--- src/rtl/sharpx1_ioctl_upload.sv ---
// ---------------------------------------------------------------------------
// sharpx1_ioctl_upload
//
// Upload (save) side of the hps_io ioctl link. A host read strobe is turned
// into a req/ack memory fetch on a core memory port (dpram port B or a
// Z80-side arbiter); the fetched byte is presented on ioctl_din while
// ioctl_wait holds the host off. Unmatched, out-of-range and timed-out reads
// return FILL without (or after abandoning) a memory access.
//
// Optional feature macro: SHARPX1_UPLOAD_CSUM_EN
//   Adds upload_sum/upload_cnt, a running 16-bit byte sum and a saturating
//   count of every byte latched into ioctl_din during the current session.
//
// Ports
//   clk_sys       in   system clock, rising edge
//   reset_n       in   synchronous reset, active low
//   ioctl_upload  in   host upload session active
//   ioctl_index   in   session index (matched against INDEX)
//   ioctl_rd      in   one-cycle read strobe
//   ioctl_addr    in   byte address, valid with ioctl_rd
//   ioctl_din     out  read data to host
//   ioctl_wait    out  high while a read is pending
//   upload_size   in   number of valid bytes
//   mem_addr      out  memory address, stable while mem_req is high
//   mem_req       out  memory request, held until mem_ack
//   mem_ack       in   one-cycle grant
//   mem_q         in   memory data, valid RD_LAT cycles after mem_ack
//   busy          out  FSM not idle
//   err           out  sticky timeout / overlapping-read flag
//   upload_sum    out  (CSUM only) sum of latched bytes mod 2^16
//   upload_cnt    out  (CSUM only) saturating count of latched bytes
// ---------------------------------------------------------------------------
module sharpx1_ioctl_upload #(
   parameter int unsigned AW      = 16,
   parameter logic [7:0]  INDEX   = 8'h01,
   parameter int unsigned RD_LAT  = 1,
   parameter logic [7:0]  FILL    = 8'hFF,
   parameter int unsigned TIMEOUT = 255
) (
   input  logic          clk_sys,
   input  logic          reset_n,
   input  logic          ioctl_upload,
   input  logic [7:0]    ioctl_index,
   input  logic          ioctl_rd,
   input  logic [24:0]   ioctl_addr,
   output logic [7:0]    ioctl_din,
   output logic          ioctl_wait,
   input  logic [AW:0]   upload_size,
   output logic [AW-1:0] mem_addr,
   output logic          mem_req,
   input  logic          mem_ack,
   input  logic [7:0]    mem_q,
`ifdef SHARPX1_UPLOAD_CSUM_EN
   output logic [15:0]   upload_sum,
   output logic [AW:0]   upload_cnt,
`endif
   output logic          busy,
   output logic          err
);

   typedef enum logic [1:0] {
      S_IDLE,
      S_REQ,
      S_LAT,
      S_HOLD
   } state_t;

   state_t        state, state_d;
   logic [7:0]    din_d;
   logic          wait_d;
   logic          req_d;
   logic [AW-1:0] addr_d;
   logic          err_d;
   logic [7:0]    to_cnt, to_d;
   logic [2:0]    lat_cnt, lat_d;
   logic          abort, abort_d;
   logic          upload_q;

   logic          upload_rise;
   logic          addr_ok;
   logic          rd_hit;
   logic          latch;        // a byte is being written into ioctl_din

   assign upload_rise = ioctl_upload & ~upload_q;

   // Address must fit the memory port and lie below the valid size.
   assign addr_ok = ((ioctl_addr >> AW) == '0) &&
                    (32'(ioctl_addr) < 32'(upload_size));
   assign rd_hit  = (ioctl_index == INDEX) && addr_ok;

   assign busy = (state != S_IDLE);

   always_comb begin
      state_d = state;
      din_d   = ioctl_din;
      wait_d  = ioctl_wait;
      req_d   = mem_req;
      addr_d  = mem_addr;
      err_d   = err;
      to_d    = to_cnt;
      lat_d   = lat_cnt;
      abort_d = abort;
      latch   = 1'b0;

      if (upload_rise)
         err_d = 1'b0;
      if (ioctl_rd && (state != S_IDLE))
         err_d = 1'b1;

      case (state)
         S_IDLE: begin
            if (ioctl_rd && ioctl_upload) begin
               if (rd_hit) begin
                  state_d = S_REQ;
                  req_d   = 1'b1;
                  wait_d  = 1'b1;
                  addr_d  = ioctl_addr[AW-1:0];
                  to_d    = '0;
                  abort_d = 1'b0;
               end else begin
                  din_d = FILL;
                  latch = 1'b1;
               end
            end
         end

         S_REQ: begin
            // A session drop is remembered but the handshake is still
            // completed so the arbiter never sees a withdrawn request.
            if (!ioctl_upload)
               abort_d = 1'b1;
            if (mem_ack) begin
               req_d = 1'b0;
               if (abort_d) begin
                  state_d = S_IDLE;
                  wait_d  = 1'b0;
               end else begin
                  lat_d   = 3'(RD_LAT);
                  state_d = S_LAT;
               end
            end else if (to_cnt == 8'(TIMEOUT - 1)) begin
               req_d   = 1'b0;
               din_d   = FILL;
               latch   = 1'b1;
               err_d   = 1'b1;
               state_d = S_HOLD;
            end else begin
               to_d = to_cnt + 8'd1;
            end
         end

         S_LAT: begin
            if (!ioctl_upload)
               abort_d = 1'b1;
            if (lat_cnt <= 3'd1) begin
               if (abort_d) begin
                  state_d = S_IDLE;
                  wait_d  = 1'b0;
               end else begin
                  din_d   = mem_q;
                  latch   = 1'b1;
                  state_d = S_HOLD;
               end
            end else begin
               lat_d = lat_cnt - 3'd1;
            end
         end

         S_HOLD: begin
            // ioctl_din was updated on entry; wait drops one cycle later so
            // the host never samples data in the same cycle it changes.
            wait_d  = 1'b0;
            state_d = S_IDLE;
         end

         default: begin
            state_d = S_IDLE;
         end
      endcase
   end

   always_ff @(posedge clk_sys) begin
      if (!reset_n) begin
         state      <= S_IDLE;
         ioctl_din  <= FILL;
         ioctl_wait <= 1'b0;
         mem_req    <= 1'b0;
         mem_addr   <= '0;
         err        <= 1'b0;
         to_cnt     <= '0;
         lat_cnt    <= '0;
         abort      <= 1'b0;
         upload_q   <= 1'b0;
      end else begin
         state      <= state_d;
         ioctl_din  <= din_d;
         ioctl_wait <= wait_d;
         mem_req    <= req_d;
         mem_addr   <= addr_d;
         err        <= err_d;
         to_cnt     <= to_d;
         lat_cnt    <= lat_d;
         abort      <= abort_d;
         upload_q   <= ioctl_upload;
      end
   end

`ifdef SHARPX1_UPLOAD_CSUM_EN
   logic [15:0] sum_d;
   logic [AW:0] cnt_d;

   always_comb begin
      sum_d = upload_rise ? '0 : upload_sum;
      cnt_d = upload_rise ? '0 : upload_cnt;
      if (latch) begin
         sum_d = sum_d + {8'h00, din_d};
         if (cnt_d != '1)
            cnt_d = cnt_d + 1'b1;
      end
   end

   always_ff @(posedge clk_sys) begin
      if (!reset_n) begin
         upload_sum <= '0;
         upload_cnt <= '0;
      end else begin
         upload_sum <= sum_d;
         upload_cnt <= cnt_d;
      end
   end
`endif

endmodule

--- config.mk ---
export PLATFORM = sky130hd
export DESIGN_NAME = sharpx1_ioctl_upload
export DESIGN_NICKNAME = d
export VERILOG_FILES = /design/src/rtl/sharpx1_ioctl_upload.sv
export SDC_FILE = /design/constraint.sdc
export NUM_CORES = 1
export LEC_CHECK = 0
export BUFFER_PORTS_ARGS = -buffer_cell sky130_fd_sc_hd__buf_2
export CORE_MARGIN = 5
export CORE_UTILIZATION = 54
export CTS_CLUSTER_SIZE = 24
export DETAILED_ROUTE_END_ITERATION = 8
export HOLD_SLACK_MARGIN = 0.03
export MAX_ROUTING_LAYER = met4
export PLACE_DENSITY = 0.85
export SYNTH_ARGS = -nofsm -noshare
export SYNTH_HDL_FRONTEND = slang
export SYNTH_SLANG_ARGS = --single-unit
--- constraint.sdc ---
create_clock -name clk_sys -period 6.5 [get_ports clk_sys]
set_input_delay 0.975 -clock clk_sys [delete_from_list [all_inputs] [get_ports clk_sys]]
set_output_delay 0.975 -clock clk_sys [all_outputs]
set_load 0.005 [all_outputs]
# Word-level counts from Yosys, hierarchy flattened
# Index checks and enable logic that the tools add are counted.
[totals] reg_bits=42 out_inout_bits=28
[op_classes] n_mux=45 n_addsub=2 n_eq_ne=19 reduce_logical=18 bitwise=2 order_cmp=2
[op_table] cell="$mux 8" count=10
[op_table] cell="$ne 2x2->1 const B" count=13
[op_table] cell="$logic_not 25->1" count=1
[op_table] cell="$lt 25x17->1" count=1
[op_table] cell="$pmux 8 s3" count=1
[op_table] cell="$mux 1" count=18
[op_table] cell="$pmux 8 s2" count=1
[op_table] cell="$mux 2" count=7
[op_table] cell="$reduce_and 4->1" count=3
[op_table] cell="$mux 3" count=3
[op_table] cell="$add 8x1->8 const B" count=1
[op_table] cell="$eq 8x1->1 const B" count=1
[op_table] cell="$eq 8x8->1 const B" count=1
[op_table] cell="$pmux 2 s4" count=1
[op_table] cell="$reduce_and 7->1" count=1
[op_table] cell="$pmux 3 s2" count=1
[op_table] cell="$reduce_and 3->1" count=2
[op_table] cell="$reduce_and 6->1" count=1
[op_table] cell="$reduce_bool 2->1" count=3
[op_table] cell="$reduce_and 5->1" count=1
[op_table] cell="$eq 2x2->1 const B" count=2
[op_table] cell="$logic_and 1x1->1" count=4
[op_table] cell="$pmux 1 s4" count=1
[op_table] cell="$le 3x1->1 const B" count=1
[op_table] cell="other kinds (9)" count=9

# Depth between registers and ports, before layout
[logic_depth] word_depth=7 ltp_mapped=9

# Worst setup path before layout
# No wires, ideal clock.
[synth_path] path_kind="input to register" startpoint="input port upload_size[11]" endpoint="register mem_addr[0]" cell_stages=9 t_arrival_ns=2.836 path_slack_ns=3.593 path_buffers=1 t_required_ns=6.428 path_cell_list="inv_1 -> ha_1 -> a21o_1 -> a211oi_2 -> nand4b_2 -> o21a_4 -> nor3_4 -> buf_8 -> mux2i_1"
[synth_between] elab_chain_len=4
[synth_rtl] element="from (decl)" line_no="48" text="input logic [AW:0] upload_size,"
[synth_rtl] element="$lt 25x17->1" line_no="88" text="(32'(ioctl_addr) < 32'(upload_size));"
[synth_rtl] element="$logic_and 1x1->1" line_no="87" text="assign addr_ok = ((ioctl_addr >> AW) == '0) &&"
[synth_rtl] element="$logic_and 1x1->1" line_no="89" text="assign rd_hit = (ioctl_index == INDEX) && addr_ok;"
[synth_rtl] element="$reduce_and 3->1 (no source line)"
[synth_rtl] element="to (signal assigned)" line_no="199" text="mem_addr <= addr_d;"
[synth_rtl] element="to (decl)" line_no="49" text="output logic [AW-1:0] mem_addr,"
# Every way passes these cells.
# A chain may end at the register's enable or synchronous reset.

# Final worst setup path
[layout_path] startpoint="input port ioctl_addr[11]" endpoint="register mem_addr[15]"
[layout_between] elab_chain_len=4
[layout_rtl] element="from (decl)" line_no="45" text="input logic [24:0] ioctl_addr,"
[layout_rtl] element="$lt 25x17->1" line_no="88"
[layout_rtl] element="$logic_and 1x1->1" line_no="87"
[layout_rtl] element="$logic_and 1x1->1" line_no="89"
[layout_rtl] element="$reduce_and 3->1 (no source line)"
# Every way passes these cells.

==> impl_results.md <==
* Run status: finished, final reports clean
* Register area share after synthesis at 0.320
* VDD IR-drop max at 0.103 mV
* Cell variety after synth at 51
* Library cell with the highest instance count after synthesis: sky130_fd_sc_hd__nand2_1
* Clock group share of total power at 0.390
* Fraction of layout instances using a drive strength above 1 at 0.278
* Hold worst-path end: mem_addr[3]
* Number of placement rows at 25
* Post-synth top cells: sky130_fd_sc_hd__nand2_1 (56), sky130_fd_sc_hd__dfxtp_1 (42), sky130_fd_sc_hd__mux2i_1 (27)
* Multi-input gate area in the final layout at 0.00164 mm^2
* TritonRoute pass-1 iters at 4
* Routed via count at between 2000 and 3000
* Area of the core at ~0.0047 mm^2
* Hold bufs inserted after CTS at 0
* Cell chosen for the clock root: sky130_fd_sc_hd__clkbuf_8
* Gate power share at 0.119
* Cell internal pwr at 0.000400 W
* Worst clock skew at ~5.8 ps
* Cells resized by post-CTS repair at 0
* I/O Buffers at 90
* Mean cell area of the mapped netlist at about 8.6 um^2
* Area of the die at 0.00637 mm^2
* Horizontal extent of the die at between 70 and 80 um
* Fin. max-slew vios at 0
* Setup Slack @ Placement at roughly 3000 ps
* Routed wire length at 6470 um
* DRC violations left at 0
* Slew at the pin closest to its max-slew limit at 984 ps
* Net switching power figure at about 0.00012 W
* CTS H-tree depth at 2
* Switching part of the total power at 0.237
* Fin Setup TNS at 0 ps
* Req. time, crit path at between 6000 and 7000 ps
* Number of placed instances, taps included at 451
* Crit end category: register
* Startpoint of the lowest-slack register-to-register path: state[1]
* RSZ-0062 raised after global routing: no
* Count of flip-flops with a built-in enable after synthesis at 0
* Share of the clock period used by the worst path at 0.483
* Crit path launch type: input port
* Achievable Freq at 318 MHz
* Post-Syn Area at 0.00263 mm^2
* Antenna-violating nets left at 0
* Crit-path max FO at 16
* Overflow left after global routing at 0
* Layout overhead on the synthesized area at 22.4%
* Detail-routed net length per standard cell at roughly 14 um
* Pin count of the biggest net entering global routing at 77
* Data arrival time of the critical path at between 3000 and 4000 ps
* Min Tclk post-route at 3140 ps
* Io pins at between 90 and 100
* TritonCTS clock tree: built
* Leakage power total at 1.48 nW
* Clock buffers created by TritonCTS at 5
* Antenna diode count at 0
* Number of DRC markers in iteration 0 at between 200 and 250
* Count of buffers added by post-CTS timing repair for setup at 0
* Total number of nets in the final design at between 400 and 500
* Worst Reg-to-Reg Cells at 7
* Hold path depth at 2
* Async set-reset flop share out of synthesis at 0
* R2R setup slack at about 3700 ps
* Rel. slew slack at 0.342
* Net count after synthesis at approximately 390
* Setup slack of the critical path after layout at ~3400 ps
* Sinks on the clock net at 42
* Yosys top cell area share at 0.320
* Initial core utilization at 0.557
* Hold violation count in the final report at 0
* Count of non-filler cells in the finished layout at around 460
* Clock latency of the later-clocked register in the worst-skew pair at about 300 ps
* Post-DP HPWL at 4920 um
* Clk buf depth at 2
* Vias/cell at about 5.5
* Synth top area cells: sky130_fd_sc_hd__dfxtp_1 (32%), sky130_fd_sc_hd__ha_1 (11%), sky130_fd_sc_hd__mux2i_1 (10%)
* Routability Congestion at about 0.85
* Reg-to-reg endpoint: to_cnt[6]
* Start-to-end type of the worst setup path: input port to register
* Vertical extent of the die at roughly 80 um
* Power per unit of standard cell area at 163 mW/mm^2
* Worst hold path startpoint: mem_addr[3]
* Filler cell count at roughly 380
* Cells after Synth at 306
* Initial antenna violation count at 0
* Global-route total usage across every layer at 0.216
* Vias in the first global route at about 2400
* Max cap viols at 0
* Total of endpoints with negative setup slack in the final report at 0
* Wire length of the first global-routing pass at 10900 um
* Clock transition at the registers of the reported paths at approximately 80 ps
* Flip-flop and latch count after synthesis at 42
* Primary flip-flop cell chosen by synthesis mapping: sky130_fd_sc_hd__dfxtp_1
* Path class of the lowest-slack min-delay path: register to register
* Part of the power in registers at 0.490
* Yosys warns at 0
* Area of all sequential standard cells at 841 um^2
* Library cell with the largest summed area after synthesis: sky130_fd_sc_hd__dfxtp_1
[area by class of cell]
class                           instances  area share
Sequential cell                        42       0.261
Multi-Input combinational cell        228       0.510
Clock buffer                            5      0.0214
Tap cell                               67      0.0260
Timing Repair Buffer                   91       0.142
Clock inverter                          3      0.0124
Inverter                               23      0.0268
[stage by stage]
step	cell area [um^2]	total power, W	hold WS, ps	util
floorplan	2630	0.000298	442	-
global placement	3110	0.000324	441	0.659
detailed placement	3110	0.000326	451	0.659
CTS	3220	0.000526	464	0.682
global route	3220	0.000547	482	0.682
finish	3220	0.000525	461	0.682
[flip-flops by register name, summed over array words and instances, names as in the netlist]
name        count
upload_q        1
lat_cnt         3
ioctl_wait      1
err             1
state           2
ioctl_din       8
abort           1
mem_req         1
to_cnt          8
mem_addr       16
[worst max-delay path by stage]
stage / slack [ps] / startpoint / endpoint
2_1_floorplan: 3590 / upload_size[11] / mem_addr[0]
3_3_place_gp: 3140 / ioctl_addr[11] / mem_addr[8]
3_5_place_dp: 3050 / ioctl_addr[11] / mem_addr[15]
4_1_cts: 3340 / ioctl_addr[11] / mem_addr[15]
5_1_grt: 3170 / ioctl_addr[11] / mem_addr[6]
6_report: 3360 / ioctl_addr[11] / mem_addr[15]
[critical path, stage by stage]
cell                       delay [ps]
sky130_fd_sc_hd__buf_2            110
sky130_fd_sc_hd__ha_1             290
sky130_fd_sc_hd__a21o_1           190
sky130_fd_sc_hd__a211oi_2         280
sky130_fd_sc_hd__nand4b_2         190
sky130_fd_sc_hd__o21a_4           250
sky130_fd_sc_hd__nor3_4           790
sky130_fd_sc_hd__mux2i_1          280
[power by group through the flow]
stage / registers [W] / logic (W) / clock network, W
2_1_floorplan: 0.000263 / 0.0000342 / 0
3_3_place_gp: 0.000263 / 0.0000601 / 0
3_5_place_dp: 0.000263 / 0.0000624 / 0
4_1_cts: 0.000257 / 0.0000628 / 0.000206
5_1_grt: 0.000257 / 0.0000709 / 0.000219
6_report: 0.000257 / 0.0000625 / 0.000205
[cell families (layout without fill, tap and decap cells)]
| group | after synthesis | after routing | share of synthesized area |
|---|---|---|---|
| XOR/XNOR | 1 | 1 | 0.00333 |
| multiplexers | 27 | 27 | 0.103 |
| AO/OA/AOI/OAI | 47 | 47 | 0.137 |
| adder cells (fa/ha/maj) | 24 | 24 | 0.114 |
| flip-flops | 42 | 42 | 0.320 |
| AND/OR/NAND/NOR | 129 | 129 | 0.267 |
| buffers and inverters | 36 | 122 | 0.0561 |
[cell usage in the layout (no fill, tap or decap), types with 2 or more instances in the layout]
| master | instances |
|---|---|
| sky130_fd_sc_hd__o31ai_1 | 3 |
| sky130_fd_sc_hd__o2111ai_1 | 3 |
| sky130_fd_sc_hd__ha_1 | 24 |
| sky130_fd_sc_hd__nand4_1 | 4 |
| sky130_fd_sc_hd__a41o_1 | 6 |
| sky130_fd_sc_hd__mux2i_1 | 27 |
| sky130_fd_sc_hd__nor2_1 | 3 |
| sky130_fd_sc_hd__a21oi_1 | 7 |
| sky130_fd_sc_hd__nand3_1 | 13 |
| sky130_fd_sc_hd__nand2b_1 | 5 |
| sky130_fd_sc_hd__o21ai_0 | 10 |
| sky130_fd_sc_hd__or3_1 | 2 |
| sky130_fd_sc_hd__inv_1 | 22 |
| sky130_fd_sc_hd__nand2_1 | 56 |
| sky130_fd_sc_hd__dfxtp_1 | 42 |
| sky130_fd_sc_hd__buf_2 | 90 |
| sky130_fd_sc_hd__nor2b_1 | 11 |
| sky130_fd_sc_hd__and3b_1 | 9 |
| sky130_fd_sc_hd__nand4b_1 | 4 |
| sky130_fd_sc_hd__nor3_1 | 2 |
| sky130_fd_sc_hd__nor4_1 | 4 |
| sky130_fd_sc_hd__and3_1 | 5 |
| sky130_fd_sc_hd__nand3b_1 | 3 |
| sky130_fd_sc_hd__clkinv_2 | 2 |
| sky130_fd_sc_hd__clkbuf_8 | 5 |
| sky130_fd_sc_hd__a31oi_1 | 2 |
| sky130_fd_sc_hd__and2_1 | 2 |
[routing by layer]
metal | up-vias | global-route usage | share of wire
met5 | - | - | 0
met3 | 11 | 0.0440 | 0.063
met4 | 0 | 0.0591 | 0.012
li1 | 1262 | - | -
met2 | 77 | 0.374 | 0.51
met1 | 1168 | 0.253 | 0.41
No activity file was read; power rests on OpenSTA's default activity.
